## src/rtl/elevator_pkg.sv

```systemverilog
// Shared definitions for the elevator car controller: movement command codes,
// controller state enum and default building size.
package elevator_pkg;

    localparam int NUM_FLOORS_DEF = 8;
    localparam int FLOOR_W_DEF    = 4;

    localparam logic [1:0] CMD_WAIT = 2'b00;
    localparam logic [1:0] CMD_UP   = 2'b10;
    localparam logic [1:0] CMD_DOWN = 2'b11;

    typedef enum logic [1:0] {
        S_IDLE      = 2'd0,
        S_MOVE_UP   = 2'd1,
        S_MOVE_DOWN = 2'd2,
        S_DOOR      = 2'd3
    } fsm_e;

endpackage

```

## src/rtl/elevator_dir_select.sv

```systemverilog
// Combinational SCAN direction chooser: classifies outstanding calls relative
// to a floor and picks the next movement, preferring the current sweep direction.
module elevator_dir_select
    import elevator_pkg::*;
#(
    parameter int NUM_FLOORS = NUM_FLOORS_DEF,
    parameter int FLOOR_W    = FLOOR_W_DEF
) (
    input  logic [NUM_FLOORS-1:0] pending_i,
    input  logic [FLOOR_W-1:0]    cur_floor_i,
    input  logic                  dir_up_i,
    output logic                  here_o,
    output logic                  above_o,
    output logic                  below_o,
    output logic [1:0]            next_cmd_o
);

    always_comb begin
        here_o  = 1'b0;
        above_o = 1'b0;
        below_o = 1'b0;
        for (int i = 0; i < NUM_FLOORS; i++) begin
            if (FLOOR_W'(i) == cur_floor_i) begin
                here_o = here_o | pending_i[i];
            end else if (FLOOR_W'(i) > cur_floor_i) begin
                above_o = above_o | pending_i[i];
            end else begin
                below_o = below_o | pending_i[i];
            end
        end

        next_cmd_o = CMD_WAIT;
        if (dir_up_i) begin
            if (above_o)      next_cmd_o = CMD_UP;
            else if (below_o) next_cmd_o = CMD_DOWN;
        end else begin
            if (below_o)      next_cmd_o = CMD_DOWN;
            else if (above_o) next_cmd_o = CMD_UP;
        end
    end

endmodule

```

## src/rtl/elevator_scheduler.sv

```systemverilog
// Elevator car controller: latches floor calls, owns car position and sequences
// SCAN movement, travel timing and door-open timing.
module elevator_scheduler
    import elevator_pkg::*;
#(
    parameter int NUM_FLOORS    = NUM_FLOORS_DEF,
    parameter int FLOOR_W       = FLOOR_W_DEF,
    parameter int TRAVEL_CYCLES = 4,
    parameter int DOOR_CYCLES   = 6
) (
    input  logic                  clk_i,
    input  logic                  rst_n_i,
    input  logic [NUM_FLOORS-1:0] call_i,
    output logic [FLOOR_W-1:0]    cur_floor_o,
    output logic [1:0]            state_o,
    output logic                  door_open_o,
    output logic                  dir_up_o,
    output logic [NUM_FLOORS-1:0] pending_o,
    output logic                  arrive_o
);

    localparam int TW = $clog2(TRAVEL_CYCLES) + 1;
    localparam int DW = $clog2(DOOR_CYCLES) + 1;

    fsm_e                  fsm_q, fsm_d;
    logic [FLOOR_W-1:0]    cur_floor_q, cur_floor_d;
    logic [NUM_FLOORS-1:0] pending_q, pending_d;
    logic [TW-1:0]         travel_q, travel_d;
    logic [DW-1:0]         door_q, door_d;
    logic                  dir_up_q, dir_up_d;
    logic                  arrive_q, arrive_d;
    logic [1:0]            state_q, state_d;
    logic                  door_open_q, door_open_d;

    logic [NUM_FLOORS-1:0] cur_onehot, clear, sel_pend;
    logic [FLOOR_W-1:0]    sel_floor;
    logic                  moving, here, above, below;
    logic [1:0]            next_cmd;
    fsm_e                  decided;

    // While moving, the decision is taken for the floor being reached and must
    // see calls arriving on that same edge; otherwise it is taken at the current floor.
    always_comb begin
        cur_onehot = '0;
        for (int i = 0; i < NUM_FLOORS; i++) begin
            if (FLOOR_W'(i) == cur_floor_q) cur_onehot[i] = 1'b1;
        end
        clear     = (fsm_q == S_DOOR) ? cur_onehot : '0;
        moving    = (fsm_q == S_MOVE_UP) || (fsm_q == S_MOVE_DOWN);
        sel_floor = cur_floor_q;
        if (fsm_q == S_MOVE_UP)   sel_floor = cur_floor_q + 1'b1;
        if (fsm_q == S_MOVE_DOWN) sel_floor = cur_floor_q - 1'b1;
        sel_pend  = moving ? (pending_q | call_i) : (pending_q & ~clear);
    end

    elevator_dir_select #(
        .NUM_FLOORS (NUM_FLOORS),
        .FLOOR_W    (FLOOR_W)
    ) u_dir_select (
        .pending_i   (sel_pend),
        .cur_floor_i (sel_floor),
        .dir_up_i    (dir_up_q),
        .here_o      (here),
        .above_o     (above),
        .below_o     (below),
        .next_cmd_o  (next_cmd)
    );

    assign decided = here              ? S_DOOR :
                     !(above || below) ? S_IDLE :
                     (next_cmd == CMD_UP) ? S_MOVE_UP : S_MOVE_DOWN;

    always_comb begin
        fsm_d       = fsm_q;
        cur_floor_d = cur_floor_q;
        travel_d    = travel_q;
        door_d      = door_q;
        dir_up_d    = dir_up_q;
        arrive_d    = 1'b0;
        pending_d   = (pending_q | call_i) & ~clear;

        case (fsm_q)
            S_IDLE: fsm_d = decided;
            S_MOVE_UP, S_MOVE_DOWN: begin
                if (travel_q == TW'(TRAVEL_CYCLES - 1)) begin
                    travel_d    = '0;
                    cur_floor_d = sel_floor;
                    arrive_d    = 1'b1;
                    fsm_d       = decided;
                end else begin
                    travel_d = travel_q + 1'b1;
                end
            end
            S_DOOR: begin
                // A new press for this floor holds the door open instead of queueing.
                if (|(call_i & cur_onehot)) begin
                    door_d = '0;
                end else if (door_q == DW'(DOOR_CYCLES - 1)) begin
                    door_d = '0;
                    fsm_d  = decided;
                end else begin
                    door_d = door_q + 1'b1;
                end
            end
            default: fsm_d = S_IDLE;
        endcase

        if (fsm_d == S_MOVE_UP)        dir_up_d = 1'b1;
        else if (fsm_d == S_MOVE_DOWN) dir_up_d = 1'b0;

        state_d = CMD_WAIT;
        if (fsm_d == S_MOVE_UP)   state_d = CMD_UP;
        if (fsm_d == S_MOVE_DOWN) state_d = CMD_DOWN;
        door_open_d = (fsm_d == S_DOOR);
    end

    always_ff @(posedge clk_i or negedge rst_n_i) begin
        if (!rst_n_i) begin
            fsm_q       <= S_IDLE;
            cur_floor_q <= '0;
            pending_q   <= '0;
            travel_q    <= '0;
            door_q      <= '0;
            dir_up_q    <= 1'b1;
            arrive_q    <= 1'b0;
            state_q     <= CMD_WAIT;
            door_open_q <= 1'b0;
        end else begin
            fsm_q       <= fsm_d;
            cur_floor_q <= cur_floor_d;
            pending_q   <= pending_d;
            travel_q    <= travel_d;
            door_q      <= door_d;
            dir_up_q    <= dir_up_d;
            arrive_q    <= arrive_d;
            state_q     <= state_d;
            door_open_q <= door_open_d;
        end
    end

    assign cur_floor_o = cur_floor_q;
    assign state_o     = state_q;
    assign door_open_o = door_open_q;
    assign dir_up_o    = dir_up_q;
    assign pending_o   = pending_q;
    assign arrive_o    = arrive_q;

endmodule

```

## config.mk

```make
export PLATFORM = sky130hd
export DESIGN_NAME = elevator_scheduler
export DESIGN_NICKNAME = d
export VERILOG_FILES = /design/src/rtl/elevator_pkg.sv /design/src/rtl/elevator_dir_select.sv /design/src/rtl/elevator_scheduler.sv
export SDC_FILE = /design/constraint.sdc
export NUM_CORES = 1
export LEC_CHECK = 0
export CAP_MARGIN = 20
export CORE_MARGIN = 10
export CORE_UTILIZATION = 31
export CTS_CLUSTER_DIAMETER = 150
export DETAILED_ROUTE_END_ITERATION = 8
export PLACE_DENSITY_LB_ADDON = 0.3
export SLEW_MARGIN = 20
export SYNTH_ARGS = -nofsm -noshare
export SYNTH_HDL_FRONTEND = slang
export SYNTH_SLANG_ARGS = --single-unit
```

## constraint.sdc

```tcl
create_clock -name clk_i -period 3.7 [get_ports clk_i]
set_clock_uncertainty 0.2 [all_clocks]
set_input_delay 0.74 -clock clk_i [delete_from_list [all_inputs] [get_ports clk_i]]
set_output_delay 0.74 -clock clk_i [all_outputs]
set_load 0.05 [all_outputs]
```

==> run metrics <==
CTS max path bufs=2; TritonCTS Sinks=26; CP Launch Type=register; RSZ-0062 raised after global routing=no; async set-reset flop share out of synthesis=100%; Worst-Margin Slew=0.580 ns; dominant cell type by area after synthesis=dfrtp_1; die height=98.7 um; Worst-path clk slew=0.10 ns; endpoint type of the worst setup path=register; grt total ovfl=0; Via density=5.33; Peak VDD IR=422 uV; post-synth top area share=32.6%; worst reg2reg path depth=11; WHS Path Cells=1; Final Max Slew Viols=0; CTS tree=built; top post-synthesis cells by area=dfrtp_1, ha_1, o21a_1; clock latency on the worst-skew pair=0.28 ns; most frequent cells in the layout=clkdlybuf4s50_1, dfrtp_1, nand2_1, ha_1; syn avg cell area=9.81 um2; Pleak=0.946 nW; WP data required=3.72 ns; RR Startpoint=fsm_q[0]; Root Buffer=clkbuf_8; Max-Cap Viols=0; Mapped Area=1920 um2; CP max-delay cell=ha_1; Hold WC Path Type=reg -> reg; H-tree depth=1; Core Area=5960 um2; ANT nets after route=0; Rows=28; drt first pass iters=4; setup violators final=0; Die X=98.7 um; achievable frequency=0.286 GHz; status=finished clean; gpl congestion=0.815; Cell Chain, Critical Path=inv_1 > ha_1 > o21a_1 > a21oi_1 > mux2i_1 > mux2_2 > o211ai_2 > nor2b_1 > a311o_1 > ha_1 > mux2_2; Port Buffers=26; R2R Setup Slk=0.21 ns; vias in the first global route=1,576; cell area after layout=2390 um2; setup TNS=0 ns; Hold Fails Final Rpt=0; Seq/Total Area, Yosys=33.9%; Pwr Density=1020 nW/um2; layout cells sized above 1=14.9%; antenna violations before repair=0; Detailed Place HPWL=3.69 mm; Yosys Warn Count=0; worst-path fanout max=14; Synth-to-Final Area Change=24.4%; Cell Area, Placed=2300 um2; crit share post-route=94.4%; final WL=4.89 mm; EDFF count, synth=0; post-synthesis cell type count=56; Mapped Nets=221; Critical R2R Capture=dir_up_o; largest net degree at the start of global routing=27; Crit path largest cell delay=0.52 ns; # IOs=27; first-pass GRT wire length=8.13 mm; Initial Util=32.3%; WL/cell=16.1 um; worst hold start=door_q[3]; initial drt markers=56; drt drc=0; Die Area=9750 um2; max_slew headroom=61.3%; CP arrival=3.51 ns; crit path kind=reg -> reg; # diodes=0; Hold WS=0.308 ns; Layout Nets=254; Synth Instances=196; CTS Hold Bufs=0; most common cell after layout, fill and taps aside=clkdlybuf4s50_1; ys flop type=dfrtp_1; CTS buffer count=3; hold-critical path endpoint=door_q[3]; total vias in the final route=1,615; GRT Util Overall=9.89%; #FFs+latches synth=26; Final min period=3.49 ns
[cell usage after synthesis, drive strengths merged (3+ instances only)]
cell / count
dfrtp: 25
ha: 15
nand2: 15
a21oi: 14
o21a: 13
o21ai: 13
nor2: 9
inv: 8
a22o: 4
a22oi: 4
and2: 4
and3: 4
buf: 4
mux2: 4
nand4b: 4
nand4bb: 4
nor2b: 4
or2: 4
xnor2: 4
a211oi: 3
a311o: 3
o211ai: 3
[timing repair]
item,CTS,global route
setup buffers,0,0
setup endpoints to repair,0,1
resized for setup,0,3
[worst max path at each step]
stage | start | to | slack (ns) | cells past startpoint
floorplan | cur_floor_o[0] | dir_up_o | 0.16 | 11
global placement | call_i[1] | dir_up_o | 0.09 | 10
detailed placement | call_i[1] | dir_up_o | 0.03 | 10
CTS | fsm_q[0] | dir_up_o | 0.18 | 11
global route | fsm_q[0] | dir_up_o | 0.001 | 11
finish | fsm_q[0] | dir_up_o | 0.21 | 11
[stage by stage]
step	util, %	total power (W)	worst slack, ns	cells
floorplan	-	0.00173	0.163	196
global placement	38.7	0.00215	0.0862	299
detailed placement	38.7	0.00218	0.0269	299
CTS	39.9	0.00243	0.176	303
global route	40.1	0.00263	0.00116	303
finish	40.1	0.00243	0.208	303
[critical path: cells and delay by family (launching register included)]
kind,cells,cell delay (ns)
muxes,3,0.75
DFF,1,0.45
buffers and inverters,1,0.09
adders and majority gates,2,0.84
AOI/OAI and AO/OA,4,1.00
and+or+nand+nor,1,0.09
[cell families after synthesis]
logic type,synth area share (%)
adder cells (fa/ha/maj),9.77
AO/OA/AOI/OAI,28.1
multiplexers,4.75
flip-flops,33.9
XOR/XNOR,1.82
AND/OR/NAND/NOR,18.7
buffers and inverters,2.93
[final cells by class]
class,count,area (um2)
clock buffers,3,41.3
clock inverters,1,30.0
fillers,600,3560
inverters,8,30.0
multi-input cells,157,1230
flip-flops and latches,26,654
well taps,75,93.8
repair buffers,33,313
[sequential cells by signal, indices dropped and copies added (netlist names)]
| register | flops |
|---|---|
| dir_up_o | 1 |
| pending_o | 8 |
| door_open_o | 1 |
| travel_q | 3 |
| cur_floor_o | 4 |
| state_o | 2 |
| door_q | 4 |
| fsm_q | 2 |
| arrive_o | 1 |
[power by group]
group / internal (W) / switching [W]
clock network: 0.000145 / 0.000103
registers: 0.000395 / 0.000124
logic: 0.000694 / 0.000968
total: 0.00123 / 0.00120
[layer usage]
| layer | share of wire [%] | vias to the layer above | GRT usage [%] |
|---|---|---|---|
| met5 | 0 | - | 0 |
| met4 | 0.47 | 0 | 1.43 |
| met3 | 5.3 | 2 | 2.79 |
| met2 | 48 | 38 | 16.7 |
| met1 | 46 | 771 | 12.4 |
| li1 | - | 804 | - |
Note: power is estimated with default switching activity, not from simulation.
==> variant 1 (same flow settings) <==
Make the reset (`rst_n_i`) synchronous in one clocked block.
--- a/src/rtl/elevator_scheduler.sv
+++ b/src/rtl/elevator_scheduler.sv
@@ -114,7 +114,7 @@
         door_open_d = (fsm_d == S_DOOR);
     end
 
-    always_ff @(posedge clk_i or negedge rst_n_i) begin
+    always_ff @(posedge clk_i) begin
         if (!rst_n_i) begin
             fsm_q       <= S_IDLE;
             cur_floor_q <= '0;
Function: differs if rst_n_i is asserted again (counterexample within 4 cycles, from zero or initial values and one cycle with rst_n_i low); with rst_n_i held inactive, the same outputs for 10 cycles.
==> variant 1 against the unedited design <==
- sequential cell count is the same
- routed wire length grew 6.3%
- setup slack gained 0.036 ns
- final area shrank 0.26%
- power shrank 40%
- first-iteration DRC count grew 52%
- sequential share of layout area shrank 5.4 points
- synthesized area grew 1.2%
- cell count grew 9.9%
==> variant 1: results (changes against the unedited design) <==
* Run status: finished clean
* Highest fanout seen on the critical path at 10 (-4)
* Minimum setup slack among reg-to-reg paths at 0.24 ns (+0.04 ns)
* Capturing point of the worst reg2reg path: state_o[1]$_SDFF_PN0_
* Met2 layer usage reported by global route at 16.9% (+0.14 points)
* Maximum number of pins on one net before global-route repair at 16 (-41%)
* Dominant synthesized flop cell: sky130_fd_sc_hd__dfxtp_1
* Worst reg2reg startpoint: fsm_q[1]$_SDFF_PN0_
* Overall routing resource usage at 10.5% (+0.60 points)
* Worst-path cell with the longest stage delay: sky130_fd_sc_hd__or4_4
* Critical path's top delay family: simple AND/OR/NAND/NOR gates
* Number of antenna violations at the first check in global routing at 0 (unchanged)
* Fraction of the yosys area taken by sequential cells at 26.8% (-7.2 points)
* Number of cells on the worst reg-to-reg path at 10 (-1)
* Slowest stage delay, CP at 0.50 ns (-0.02 ns)
* Via count of the first global-routing pass at 1750 (+11%)
* Hpwl dp at 4090 um (+11%)
* Fraction of registers with async set or reset after synthesis at 0% (-100 points)
* Most area-consuming cells after synthesis: sky130_fd_sc_hd__dfxtp_1 (27%), sky130_fd_sc_hd__ha_1 (10%), sky130_fd_sc_hd__a21oi_1 (4.4%)
* Total nets after synthesis at 252 (+14%)
* Last weighted congestion value of the routability-driven placer at 0.912 (+12%)
* Layout cells sized above 1 at 13.6% (-1.3 points)
* Peak supply drop at 352 uV (-17%)
* Iteration-0 DRC Markers at 85 (+52%)
* WP data arrival at 3.46 ns (-0.05 ns)
* Met1 routing resource usage after global routing at 13.5% (+1.1 points)
* Cell at the root of the clock tree: sky130_fd_sc_hd__clkbuf_8
* Area after detailed placement at 0.00234 mm2 (+1.7%)
* Leakage power at 0.959 nW (+1.5%)
* Number of distinct library cells after synthesis at 65 (+16%)
* Wire length of the first global-routing pass at 8660 um (+6.5%)
* Met3 global-route usage at 2.21% (-0.58 points)
* Net count of the finished layout at 286 (+13%)
[variant 1: changes by cell type in the layout (fill, tap and decap cells not counted), moves of 5 or more]
cell                      before  now
sky130_fd_sc_hd__o21ai_0       2   11
sky130_fd_sc_hd__o21ai_1      10    2
sky130_fd_sc_hd__dfxtp_1       0   24
sky130_fd_sc_hd__inv_1         7   12
sky130_fd_sc_hd__o21a_1       13    5
sky130_fd_sc_hd__buf_4         7   12
sky130_fd_sc_hd__nand2_1      15    7
sky130_fd_sc_hd__dfrtp_1      23    0
sky130_fd_sc_hd__nor2_1        8   21
[variant 1: worst min-delay path by stage]
stage,startpoint,endpoint,cells after the start
finish,travel_q[2]$_SDFFE_PN0N_,travel_q[2]$_SDFFE_PN0N_,2
global placement,travel_q[2]$_SDFFE_PN0N_,travel_q[2]$_SDFFE_PN0N_,2
detailed placement,travel_q[2]$_SDFFE_PN0N_,travel_q[2]$_SDFFE_PN0N_,2
floorplan,travel_q[2]$_SDFFE_PN0N_,travel_q[2]$_SDFFE_PN0N_,2
global route,travel_q[2]$_SDFFE_PN0N_,travel_q[2]$_SDFFE_PN0N_,2
CTS,travel_q[2]$_SDFFE_PN0N_,travel_q[2]$_SDFFE_PN0N_,2
[variant 1: routing by layer]
metal	routed length [um]	vias up
met5	0	-
met4	82	0
met3	311	8
met2	2340	36
met1	2460	848
li1	-	910
[variant 1: final cells by class]
| cell class | instances | area, um2 |
|---|---|---|
| fillers | 619 | 3610 |
| multi-input cells | 178 | 1330 |
| flip-flops and latches | 26 | 523 |
| repair buffers | 38 | 350 |
| well taps | 75 | 93.8 |
| inverters | 13 | 48.8 |
| clock buffers | 3 | 41.3 |
[variant 1: cell families after synthesis]
group | share of synthesized area, %
buf+inv | 5.02
fa+ha+maj | 10.3
xor+xnor | 3.99
compound gates | 28.2
mux | 1.03
flops | 26.8
simple gates | 24.7
[variant 1: where the power goes]
group | switching (mW) | total [mW] | internal, mW
Sequential | 0.0288 | 0.353 | 0.324
Combinational | 0.542 | 0.942 | 0.400
Clock | 0.0898 | 0.163 | 0.0731
[variant 1: metrics by stage]
stage	utilization, %	setup WS (ns)	std cells
3_5_place_dp	39.1	0.0573	330
2_1_floorplan	-	0.0164	226
3_3_place_gp	39.1	0.0652	330
5_1_grt	39.8	0.00341	333
4_1_cts	39.8	0.222	333
6_report	39.8	0.244	333
[variant 1: worst min-delay path, stage by stage, from the launching register on]
cell,delay [ns]
sky130_fd_sc_hd__dfxtp_1,0.33
sky130_fd_sc_hd__nand2_1,0.05
sky130_fd_sc_hd__a21oi_1,0.03
==> variant 2 (same flow settings) <==
Made on the original files. Set the parameter `TRAVEL_CYCLES` to 8 (it was 4).
--- a/src/rtl/elevator_scheduler.sv
+++ b/src/rtl/elevator_scheduler.sv
@@ -5,7 +5,7 @@
 #(
     parameter int NUM_FLOORS    = NUM_FLOORS_DEF,
     parameter int FLOOR_W       = FLOOR_W_DEF,
-    parameter int TRAVEL_CYCLES = 4,
+    parameter int TRAVEL_CYCLES = 8,
     parameter int DOOR_CYCLES   = 6
 ) (
     input  logic                  clk_i,
Behaviour: not the same (Yosys sat finds a counterexample within 10 cycles, from zero or initial values and one cycle with rst_n_i low).
==> variant 2 against the unedited design <==
- synthesized area up 2.0%
- final area down 1.0%
- cell count grew 4.0%
- setup slack improved by 0.098 ns
- count of clock-buffer cells in the layout did not move
- routed wire length grew 1.6%
- non-clock buffer count unchanged
- sequential cell count increased by 1
- worst hold slack better by 0.0013 ns
- critical path type unchanged
- largest cell class unchanged
Power is left out: it rests on default switching activity, and per cell area and clock period it moved more than threefold.
==> variant 2: results (changes against the unedited design) <==
* Instance count after placement with tap cells included at 311 (+4.0%)
* Last weighted congestion value of the routability-driven placer at 0.856 (+5.0%)
* H-tree depth reported by CTS at 1 (unchanged)
* Most numerous cell types in the synthesized netlist: sky130_fd_sc_hd__a21oi_1 (29), sky130_fd_sc_hd__dfrtp_1 (26), sky130_fd_sc_hd__ha_1 (13), sky130_fd_sc_hd__nand2_1 (13), sky130_fd_sc_hd__inv_1 (11)
* Layout cells sized above 1 at 8.33% (-6.6 points)
* Startpoint of the lowest-slack hold path: door_q[1]$_DFFE_PN0P_
* Maximum number of pins on one net before global-route repair at 28 (+3.7%)
* Fraction of registers with async set or reset after synthesis at 100% (unchanged)
* Drt via density at 5.45 (+2.3%)
* End-of-flow core utilization at 39.3% (-0.88 points)
* Most area-consuming cells after synthesis: sky130_fd_sc_hd__dfrtp_1 (33%), sky130_fd_sc_hd__ha_1 (8.3%), sky130_fd_sc_hd__a21oi_1 (7.4%)
* Number of flip-flops and latches in the synthesized netlist at 27 (+3.8%)
* Overall routing resource usage at 10.2% (+0.27 points)
* Fill cells at 602 (+0.33%)
* Final clock-cell share at 1.96% (-1.0 points)
* Run status: finished clean
* Mapped Avg Cell Area at 9.29 um2 (-5.2%)
* Area after detailed placement at 0.00232 mm2 (+0.54%)
* Area occupied by multi-input gates at 0.00119 mm2 (-2.7%)
* Net count of the finished layout at 264 (+3.9%)
* Worst-path cell with the longest stage delay: sky130_fd_sc_hd__dfrtp_1
* Count of inverters other than clock inverters in the layout at 11 (+3)
* Total nets after synthesis at 234 (+5.9%)
* WP data arrival at 3.40 ns (-0.11 ns)
* Register Area at 677 um2 (+3.4%)
* Area of the die at 0.00991 mm2 (+1.6%)
* Minimum setup slack among reg-to-reg paths at 0.31 ns (+0.10 ns)
* Critical path's top delay family: compound AO/OA/AOI/OAI gates
* Wire length of the first global-routing pass at 8560 um (+5.3%)
* Multi-input gates at 165 (+5.1%)
* Slew Limit Headroom at 65.5% (+4.2 points)
* Fraction of the yosys area taken by sequential cells at 34.5% (+0.61 points)
* Hpwl dp at 3750 um (+1.6%)
* Capturing point of the worst reg2reg path: dir_up_o$_DFFE_PN1P_
* Slowest stage delay, CP at 0.43 ns (-0.09 ns)
* Cells on Worst Hold Path at 1 (unchanged)
* Iteration count of the initial detailed-routing pass at 5 (+1)
* Iteration-0 DRC Markers at 129 (+130%)
* Worst hold endpoint: door_q[1]$_DFFE_PN0P_
* Via count of the first global-routing pass at 1739 (+10%)
* Final instance count without filler cells at 315 (+4.0%)
* Relative area of non-clock buffer cells in the final design at 13.2% (+0.14 points)
* Average wire per standard cell at 15.8 um (-2.3%)
-- variant 2: cell families (layout without fill, tap and decap cells) --
family	after synthesis	count (layout)	synth area share, %
xor gates and xnor gates	5	5	2.62
adders and majority gates	13	13	8.30
muxes	5	5	2.74
and+or+nand+nor	56	56	17.0
DFF	27	27	34.5
buffers and inverters	19	48	4.66
AOI/OAI and AO/OA	86	86	30.2
-- variant 2: per-stage QoR --
stage	setup slack, ns	hold slack (ns)
finish	0.306	0.309
global route	0.0224	0.338
floorplan	0.161	0.244
CTS	0.312	0.315
detailed placement	0.216	0.300
global placement	0.242	0.288
-- variant 2: worst max path at each step --
| stage | slack [ns] | depth (start not counted) | startpoint | to |
|---|---|---|---|---|
| 6_report | 0.31 | 11 | fsm_q[0]$_DFF_PN0_ | dir_up_o$_DFFE_PN1P_ |
| 5_1_grt | 0.02 | 11 | fsm_q[0]$_DFF_PN0_ | dir_up_o$_DFFE_PN1P_ |
| 4_1_cts | 0.31 | 11 | fsm_q[0]$_DFF_PN0_ | dir_up_o$_DFFE_PN1P_ |
| 3_5_place_dp | 0.22 | 10 | call_i[6] | dir_up_o$_DFFE_PN1P_ |
| 3_3_place_gp | 0.24 | 10 | call_i[6] | dir_up_o$_DFFE_PN1P_ |
| 2_1_floorplan | 0.16 | 12 | cur_floor_o[0]$_DFFE_PN0P_ | dir_up_o$_DFFE_PN1P_ |
-- variant 2: metal layers --
metal | vias up | share of wire (%) | GRT usage (%)
met4 | 0 | 0.80 | 2.54
met1 | 816 | 47 | 12.9
met2 | 49 | 46 | 16.3
met5 | - | 0 | 0
met3 | 4 | 6.2 | 3.11
li1 | 849 | - | -
